### src/rtl/stream_demux_n.sv
`default_nettype none
// ============================================================================
//  Module   : stream_demux_n
//  Purpose  : Registered 1-to-N valid/ready demultiplexer. Each accepted beat
//             is routed to one output channel, chosen by an explicit select or
//             by an internal round-robin pointer. Beats aimed at a
//             non-existent channel are dropped and counted (saturating).
//  Revision : 1.0  initial release
// ============================================================================
module stream_demux_n #(
  parameter int DATA_W = 8,
  parameter int N_OUT  = 4,
  parameter int SEL_W  = 2,
  parameter int CNT_W  = 8
) (
  input  logic                    clk,
  input  logic                    rst_n,
  input  logic                    in_valid,
  output logic                    in_ready,
  input  logic [DATA_W-1:0]       in_data,
  input  logic [SEL_W-1:0]        in_sel,
  input  logic                    mode,
  output logic [N_OUT-1:0]        out_valid,
  input  logic [N_OUT-1:0]        out_ready,
  output logic [N_OUT*DATA_W-1:0] out_data,
  output logic [SEL_W-1:0]        rr_ptr,
  output logic                    drop_err,
  output logic [CNT_W-1:0]        drop_cnt
);

  // Select space is a power of two; pad out_ready so that any SEL_W index
  // stays inside the vector even when N_OUT is not a power of two.
  localparam int NPAD = 1 << SEL_W;

  typedef enum logic [0:0] {
    ST_EMPTY = 1'b0,
    ST_FULL  = 1'b1
  } state_t;

  state_t              state;
  logic [SEL_W-1:0]    dst;
  logic [DATA_W-1:0]   hold_data;

  logic [NPAD-1:0]     ready_pad;
  logic                drain;
  logic                acc;
  logic                legal;
  logic [SEL_W-1:0]    dest;

  assign ready_pad = NPAD'(out_ready);

  // Held beat leaves this cycle only if its own channel is ready.
  assign drain    = (state == ST_FULL) && ready_pad[dst];
  assign in_ready = rst_n && ((state == ST_EMPTY) || ready_pad[dst]);
  assign acc      = in_valid && in_ready;
  assign dest     = mode ? rr_ptr : in_sel;
  assign legal    = {1'b0, dest} < (SEL_W+1)'(N_OUT);

  // Holding register, round-robin pointer and drop bookkeeping.
  always_ff @(posedge clk or negedge rst_n) begin
    if (!rst_n) begin
      state     <= ST_EMPTY;
      dst       <= '0;
      hold_data <= '0;
      rr_ptr    <= '0;
      drop_err  <= 1'b0;
      drop_cnt  <= '0;
    end else begin
      drop_err <= acc && !legal;

      if (acc && legal) begin
        state     <= ST_FULL;
        dst       <= dest;
        hold_data <= in_data;
      end else if (drain) begin
        state     <= ST_EMPTY;
        hold_data <= '0;
      end

      if (acc && !legal && (drop_cnt != {CNT_W{1'b1}})) begin
        drop_cnt <= drop_cnt + CNT_W'(1);
      end

      // Pointer only moves on round-robin beats; explicit beats leave it alone.
      if (acc && mode) begin
        if (rr_ptr == SEL_W'(N_OUT - 1)) begin
          rr_ptr <= '0;
        end else begin
          rr_ptr <= rr_ptr + SEL_W'(1);
        end
      end
    end
  end

  // Lane decode: only the held destination shows valid and data; others are 0.
  for (genvar k = 0; k < N_OUT; k++) begin : g_lane
    assign out_valid[k] = (state == ST_FULL) && (dst == SEL_W'(k));
    assign out_data[k*DATA_W +: DATA_W] = out_valid[k] ? hold_data : '0;
  end

endmodule
`default_nettype wire
### config.mk
export PLATFORM = sky130hd
export DESIGN_NAME = stream_demux_n
export DESIGN_NICKNAME = d
export VERILOG_FILES = /design/src/rtl/stream_demux_n.sv
export SDC_FILE = /design/constraint.sdc
export NUM_CORES = 1
export LEC_CHECK = 0
export BUFFER_PORTS_ARGS = -buffer_cell sky130_fd_sc_hd__buf_2
export CORE_ASPECT_RATIO = 1.5
export CORE_MARGIN = 8
export CORE_UTILIZATION = 46
export CTS_CLUSTER_DIAMETER = 60
export DETAILED_ROUTE_END_ITERATION = 16
export GPL_ROUTABILITY_DRIVEN = 0
export PLACE_DENSITY = 0.88
export SYNTH_ARGS = -nofsm -noshare
export SYNTH_HDL_FRONTEND = slang
export SYNTH_SLANG_ARGS = --single-unit
export TNS_END_PERCENT = 20
### constraint.sdc
create_clock -name clk -period 4.7 [get_ports clk]
set_input_delay 0.705 -clock clk [delete_from_list [all_inputs] [get_ports clk]]
set_output_delay 0.705 -clock clk [all_outputs]
set_load 0.005 [all_outputs]
==> results.py, run 1 <==
metrics = {
    "status": {
        "status": "finished, final reports clean",
    },
    "floorplan": {
        "die-area_mm2": 0.00412,
        "num_io_pins": 66,
        "fp.dieH_um": 74.7,
        "start_util_pct": 47.9,
        "rows": 21,
        "die_w_um": 55.1,
        "coreArea_mm2": 0.00221,
    },
    "synthesis": {
        "postSynthCellCount": 115,
        "yosysWarnings": 0,
        "ys_top_cells_by_area": "dfrtp_1 31%, and2_1 19%, a21bo_2 7.6%",
        "syn_area_mm2": 0.00106,
        "synth_top_cell_by_area": "dfrtp_1",
        "synthAdderAreaFrac_pct": 1.18,
        "ys_seq_elements": 13,
        "synth_area_per_cell_um2": 9.19,
        "muxShareOfSynthArea_pct": 8.52,
        "synthArstFlopShare_pct": 100,
        "synth_compound_area_share_pct": 21.2,
        "synthFlopType": "dfrtp_1",
        "synth_cell_types": 27,
        "synth.top_cell.area_share_pct": 30.8,
        "yosys.area_share.simple_pct": 27.9,
        "post_synth_xor_area_fraction_pct": 0,
        "synth_top_family_by_area": "simple AND/OR/NAND/NOR gates",
        "synth_edf_count": 0,
        "yosysSeqAreaShare_pct": 30.8,
    },
    "drt": {
        "drtIter0Drc": 30,
        "viasPerCell": 5.31,
        "drc": 0,
        "firstDrtPassIters": 4,
        "dr_total_vias": 1009,
        "detail_route.wl_per_cell_um": 14.5,
        "drt-total-wl_um": 2760,
        "ant_nets": 0,
    },
    "sta": {
        "worst_pin_slew_ns": 0.750,
        "fin_tns_setup_ns": 0,
        "timing.fmax_mhz": 365,
        "slew_violations": 0,
        "skew_ns": 0.00302,
        "setup_viol": 0,
        "fin_crit_ns": 2.74,
        "rsz0062_at_grt": "no",
        "finalHoldViolCount": 0,
        "fin_crit_sh_pct": 58.3,
        "max-slew-margin-rel_pct": 49.6,
    },
    "clocking": {
        "cts_setup_buffers": 0,
        "cts_made_buffers": 3,
        "clkTransAtPathRegs_ns": 0.08,
        "cts_tree": "done",
        "clock-sinks": 13,
        "root_buffer": "clkbuf_4",
        "clkLatencyLatePin_ns": 0.27,
        "cts_resized": 0,
        "h-tree-depth": 1,
        "cts_buffer_depth": 2,
        "hold_buffers": 0,
    },
    "pwr": {
        "seq_power_share_pct": 40.2,
        "p_leak_uw": 0.000733,
        "swShare_pct": 38.9,
        "p_sw_uw": 228,
        "p_per_area_mw_per_mm2": 444,
        "ir_drop_mv": 0.207,
        "p_comb_share_pct": 48.1,
        "internal_power_uw": 359,
        "p_clk_share_pct": 11.7,
    },
    "placed_design": {
        "portBuffers": 56,
        "dpl.hpwl_um": 2200,
        "dp.cells": 186,
    },
    "worst_setup_path": {
        "crit_path_start_kind": "flip-flop",
        "r2r_slack_ns": 2.89,
        "path_max_fanout": 11,
        "cp-end-kind": "primary output",
        "cp.arrival_ns": 2.04,
        "rr_startpoint": "dst[0]",
        "ff2ff_path_depth": 3,
        "regToRegEndpoint": "rr_ptr[1]",
        "path_class": "reg2out",
        "required_ns": 3.99,
    },
    "layout": {
        "nets": 187,
        "layout_common_cells": "56 x buf_2, 32 x and2_1, 13 x dfrtp_1",
        "syn2layout_area_growth_pct": 24.9,
        "diodes": 0,
        "mostFrequentLayoutCell": "buf_2",
        "drive_gt1_share_pct": 46.1,
        "fin_util_pct": 59.8,
        "fin_cells": 190,
    },
    "global_routing": {
        "antenna_found_initial": 0,
        "grt_max_degree": 35,
        "gr-total-overflow": 0,
        "grt_usage_pct": 13.1,
        "grt_pass1_vias": 959,
        "grt_pass1_wl_um": 4210,
    },
    "run": {
        "maxCapViolCount": 0,
    },
    "worst_hold_path": {
        "min_path_type": "in2async",
    },
}
[synthesized netlist by cell type (2+ instances only)]
master,number
mux2_2,6
buf_4,9
a221o_1,8
a21bo_2,8
clkbuf_1,4
nor2_1,2
dfrtp_1,13
nand3_1,8
a21oi_1,8
and2_1,32
[worst max-delay path by stage]
| stage | startpoint | to | slack, ns | cells after the start |
|---|---|---|---|---|
| CTS | state | out_data[21] | 2.01 | 4 |
| global placement | out_ready[3] | in_ready | 2.11 | 5 |
| floorplan | out_ready[3] | in_ready | 2.44 | 3 |
| finish | state | out_data[21] | 1.96 | 4 |
| detailed placement | out_ready[3] | in_ready | 2.11 | 5 |
| global route | state | out_data[5] | 1.79 | 4 |
[sequential cells by signal (all words and copies together), names as in the netlist]
name,cells
dst,2
state,1
hold_data,8
rr_ptr,2
[layer usage]
metal | GRT usage (%) | share of wire (%) | wire length, um | up-vias
met5 | 0 | 0 | 0 | -
met3 | 3.36 | 15 | 413 | 4
met4 | 9.12 | 2.5 | 70 | 0
li1 | - | - | - | 493
met1 | 14.4 | 35 | 972 | 458
met2 | 21.0 | 47 | 1300 | 54
[metrics by stage]
stage,hold WS [ns],instance area (um2),total power (uW),setup slack (ns)
finish,0.430,1320,587,1.96
global route,0.461,1320,639,1.79
CTS,0.423,1320,593,2.01
detailed placement,0.564,1290,523,2.11
global placement,0.535,1290,502,2.11
floorplan,0.409,1090,421,2.44
[layout make-up]
type	count	area [um2]
fillers	206	887
multi-input cells	93	656
flip-flops and latches	13	325
repair buffers	56	280
well taps	23	28.8
clock buffers	4	26.3
inverters	1	3.75
[critical path: stages (launching register included)]
cell and delay [ns]:
dfrtp_1 0.58, inv_1 0.18, nor3b_1 0.67, and2_1 0.22, buf_2 0.11
[power groups by stage]
stage | clock network (uW) | logic (uW) | registers [uW]
after floorplan | 0 | 209 | 212
after global placement | 0 | 274 | 228
after detailed placement | 0 | 286 | 237
after CTS | 71.7 | 286 | 235
after global routing | 75.0 | 315 | 249
final | 68.9 | 282 | 236
[cell families (layout without fill, tap and decap cells)]
logic type,after synthesis,in the layout
AND/OR/NAND/NOR,49,49
other,1,9
adder cells (fa/ha/maj),1,1
multiplexers,7,7
flip-flops,13,13
buffers and inverters,17,61
AO/OA/AOI/OAI,27,27
Note: power is estimated with default switching activity, not from simulation.
==> inputs of run 2 (changes only) <==
--- a/config.mk
+++ b/config.mk
@@ -8,11 +8,11 @@
 export BUFFER_PORTS_ARGS = -buffer_cell sky130_fd_sc_hd__buf_2
 export CORE_ASPECT_RATIO = 1.5
 export CORE_MARGIN = 8
-export CORE_UTILIZATION = 46
+export CORE_UTILIZATION = 42
 export CTS_CLUSTER_DIAMETER = 60
 export DETAILED_ROUTE_END_ITERATION = 16
 export GPL_ROUTABILITY_DRIVEN = 0
-export PLACE_DENSITY = 0.88
+export PLACE_DENSITY = 0.82
 export SYNTH_ARGS = -nofsm -noshare
 export SYNTH_HDL_FRONTEND = slang
 export SYNTH_SLANG_ARGS = --single-unit
==> constraint.sdc (replaced) <==
create_clock -name clk -period 2.58 [get_ports clk]
set_input_delay 0.387 -clock clk [delete_from_list [all_inputs] [get_ports clk]]
set_output_delay 0.387 -clock clk [all_outputs]
set_load 0.005 [all_outputs]
==> results.py, run 2 (synthesis results as in run 1) <==
metrics = {
    "layout": {
        "syn2layout_area_growth_pct": 27.1,
        "layout_common_cells": "56 x buf_2, 32 x and2_1, 13 x dfrtp_1",
        "mostFrequentLayoutCell": "buf_2",
        "diodes": 0,
        "largest_reg_flops": 8,
        "largest_registers": "hold_data x8, dst x2, rr_ptr x2",
        "drive_gt1_share_pct": 47.1,
        "nets": 190,
        "regMostFlops": "hold_data",
    },
    "run": {
        "maxCapViolCount": 0,
    },
    "worst_setup_path": {
        "required_ns": 2.19,
        "cp.arrival_ns": 1.68,
        "rr_startpoint": "dst[0]",
        "crit_path_start_kind": "flip-flop",
        "path_class": "reg2out",
        "cp-end-kind": "primary output",
        "path_max_fanout": 11,
        "crit_family": "flip-flops",
        "ff2ff_path_depth": 3,
        "crit_chain": "inv_1 -> nor3b_1 -> buf_4 -> and2_1 -> buf_2",
        "slowest_stage": "dfrtp_1",
        "regToRegEndpoint": "rr_ptr[0]",
        "r2r_slack_ns": 0.78,
        "worst-path-buf-inv": 3,
        "cp_num_cells": 5,
        "slowest_delay_ns": 0.57,
    },
    "global_routing": {
        "grt_pass1_vias": 1101,
        "gr-total-overflow": 0,
        "grt_pass1_wl_um": 4950,
        "grt_usage_pct": 12.9,
        "antenna_found_initial": 0,
        "grt_max_degree": 35,
    },
    "sta": {
        "max-slew-margin-rel_pct": 60.1,
        "worst_pin_slew_ns": 0.598,
        "finalHoldViolCount": 0,
        "skew_ns": 0.00254,
        "fin_tns_setup_ns": 0,
        "rsz0062_at_grt": "no",
        "fin_crit_ns": 2.07,
        "slew_violations": 0,
        "setup_viol": 0,
        "whs_ns": 0.109,
        "timing.fmax_mhz": 484,
        "fin_crit_sh_pct": 80.1,
    },
    "status": {
        "status": "finished, final reports clean",
    },
    "placed_design": {
        "dpl.hpwl_um": 2340,
        "portBuffers": 56,
    },
    "floorplan": {
        "die-area_mm2": 0.00441,
        "start_util_pct": 43.6,
        "num_io_pins": 66,
        "rows": 22,
        "fp.dieH_um": 77.5,
        "die_w_um": 57.0,
        "coreArea_mm2": 0.00242,
    },
    "pwr": {
        "p_sw_uw": 426,
        "p_leak_uw": 0.000748,
        "ir_drop_mv": 0.401,
        "internal_power_uw": 672,
        "swShare_pct": 38.8,
        "p_clk_share_pct": 11.8,
        "p_comb_share_pct": 49.2,
        "p_per_area_mw_per_mm2": 817,
        "seq_power_share_pct": 39.0,
    },
    "drt": {
        "drc": 0,
        "viasPerCell": 5.32,
        "firstDrtPassIters": 4,
        "drt-total-wl_um": 2840,
        "detail_route.wl_per_cell_um": 14.6,
        "drtIter0Drc": 18,
        "dr_total_vias": 1032,
        "ant_nets": 0,
    },
    "clocking": {
        "hold_buffers": 0,
        "clkLatencyLatePin_ns": 0.27,
        "cts_buffer_depth": 2,
        "cts_setup_buffers": 0,
        "clkTransAtPathRegs_ns": 0.08,
        "cts_resized": 0,
        "root_buffer": "clkbuf_4",
        "h-tree-depth": 1,
        "cts_tree": "done",
        "cts_made_buffers": 3,
        "clock-sinks": 13,
    },
    "worst_hold_path": {
        "min_path_type": "in2async",
    },
}
==> run 2: cell count changes in the layout (fill, tap and decap cells not counted) <==
cell / delta
buf_4: +3
==> run 2: how the worst max path moves through the flow <==
| stage | to | startpoint |
|---|---|---|
| detailed placement | rr_ptr[0] | dst[0] |
| floorplan | in_ready | dst[0] |
| CTS | in_ready | dst[0] |
| global route | out_data[16] | state |
| finish | out_data[23] | state |
| global placement | rr_ptr[1] | out_ready[3] |
==> run 2: power by group through the flow <==
stage	Combinational (uW)	Clock, uW	Sequential [uW]
5_1_grt	610	139	455
6_report	540	129	428
2_1_floorplan	381	0	386
4_1_cts	550	132	429
3_5_place_dp	549	0	434
3_3_place_gp	528	0	416
==> run 2: worst register-to-register path: stages (launching register included) <==
cell	delay, ns
dfrtp_1	0.45
mux4_2	0.58
o2111ai_1	0.29
mux2_2	0.37
==> run 2: cell type report <==
class	count	area (um2)
Sequential cell	13	325
Clock buffer	4	26.3
Fill cell	236	1080
Inverter	1	3.75
Multi-Input combinational cell	93	656
Timing Repair Buffer	59	303
Tap cell	24	30.0
==> run 2: metal layers <==
metal,share of wire (%),wire (um),global-route usage [%],vias to the layer above
li1,-,-,-,501
met1,38,1080,12.8,474
met2,47,1340,22.1,55
met3,14,403,7.33,2
met4,0.56,16,3.54,0
met5,0,0,0,-
==> run 2: per-stage QoR <==
stage	area, um2	instances	power [uW]	util, %	setup slack [ns]
2_1_floorplan	1090	123	767	-	0.889
3_3_place_gp	1320	190	944	54.4	0.843
3_5_place_dp	1320	190	982	54.4	0.785
4_1_cts	1340	194	1110	55.5	0.521
5_1_grt	1340	194	1200	55.5	0.434
6_report	1340	194	1100	55.5	0.512
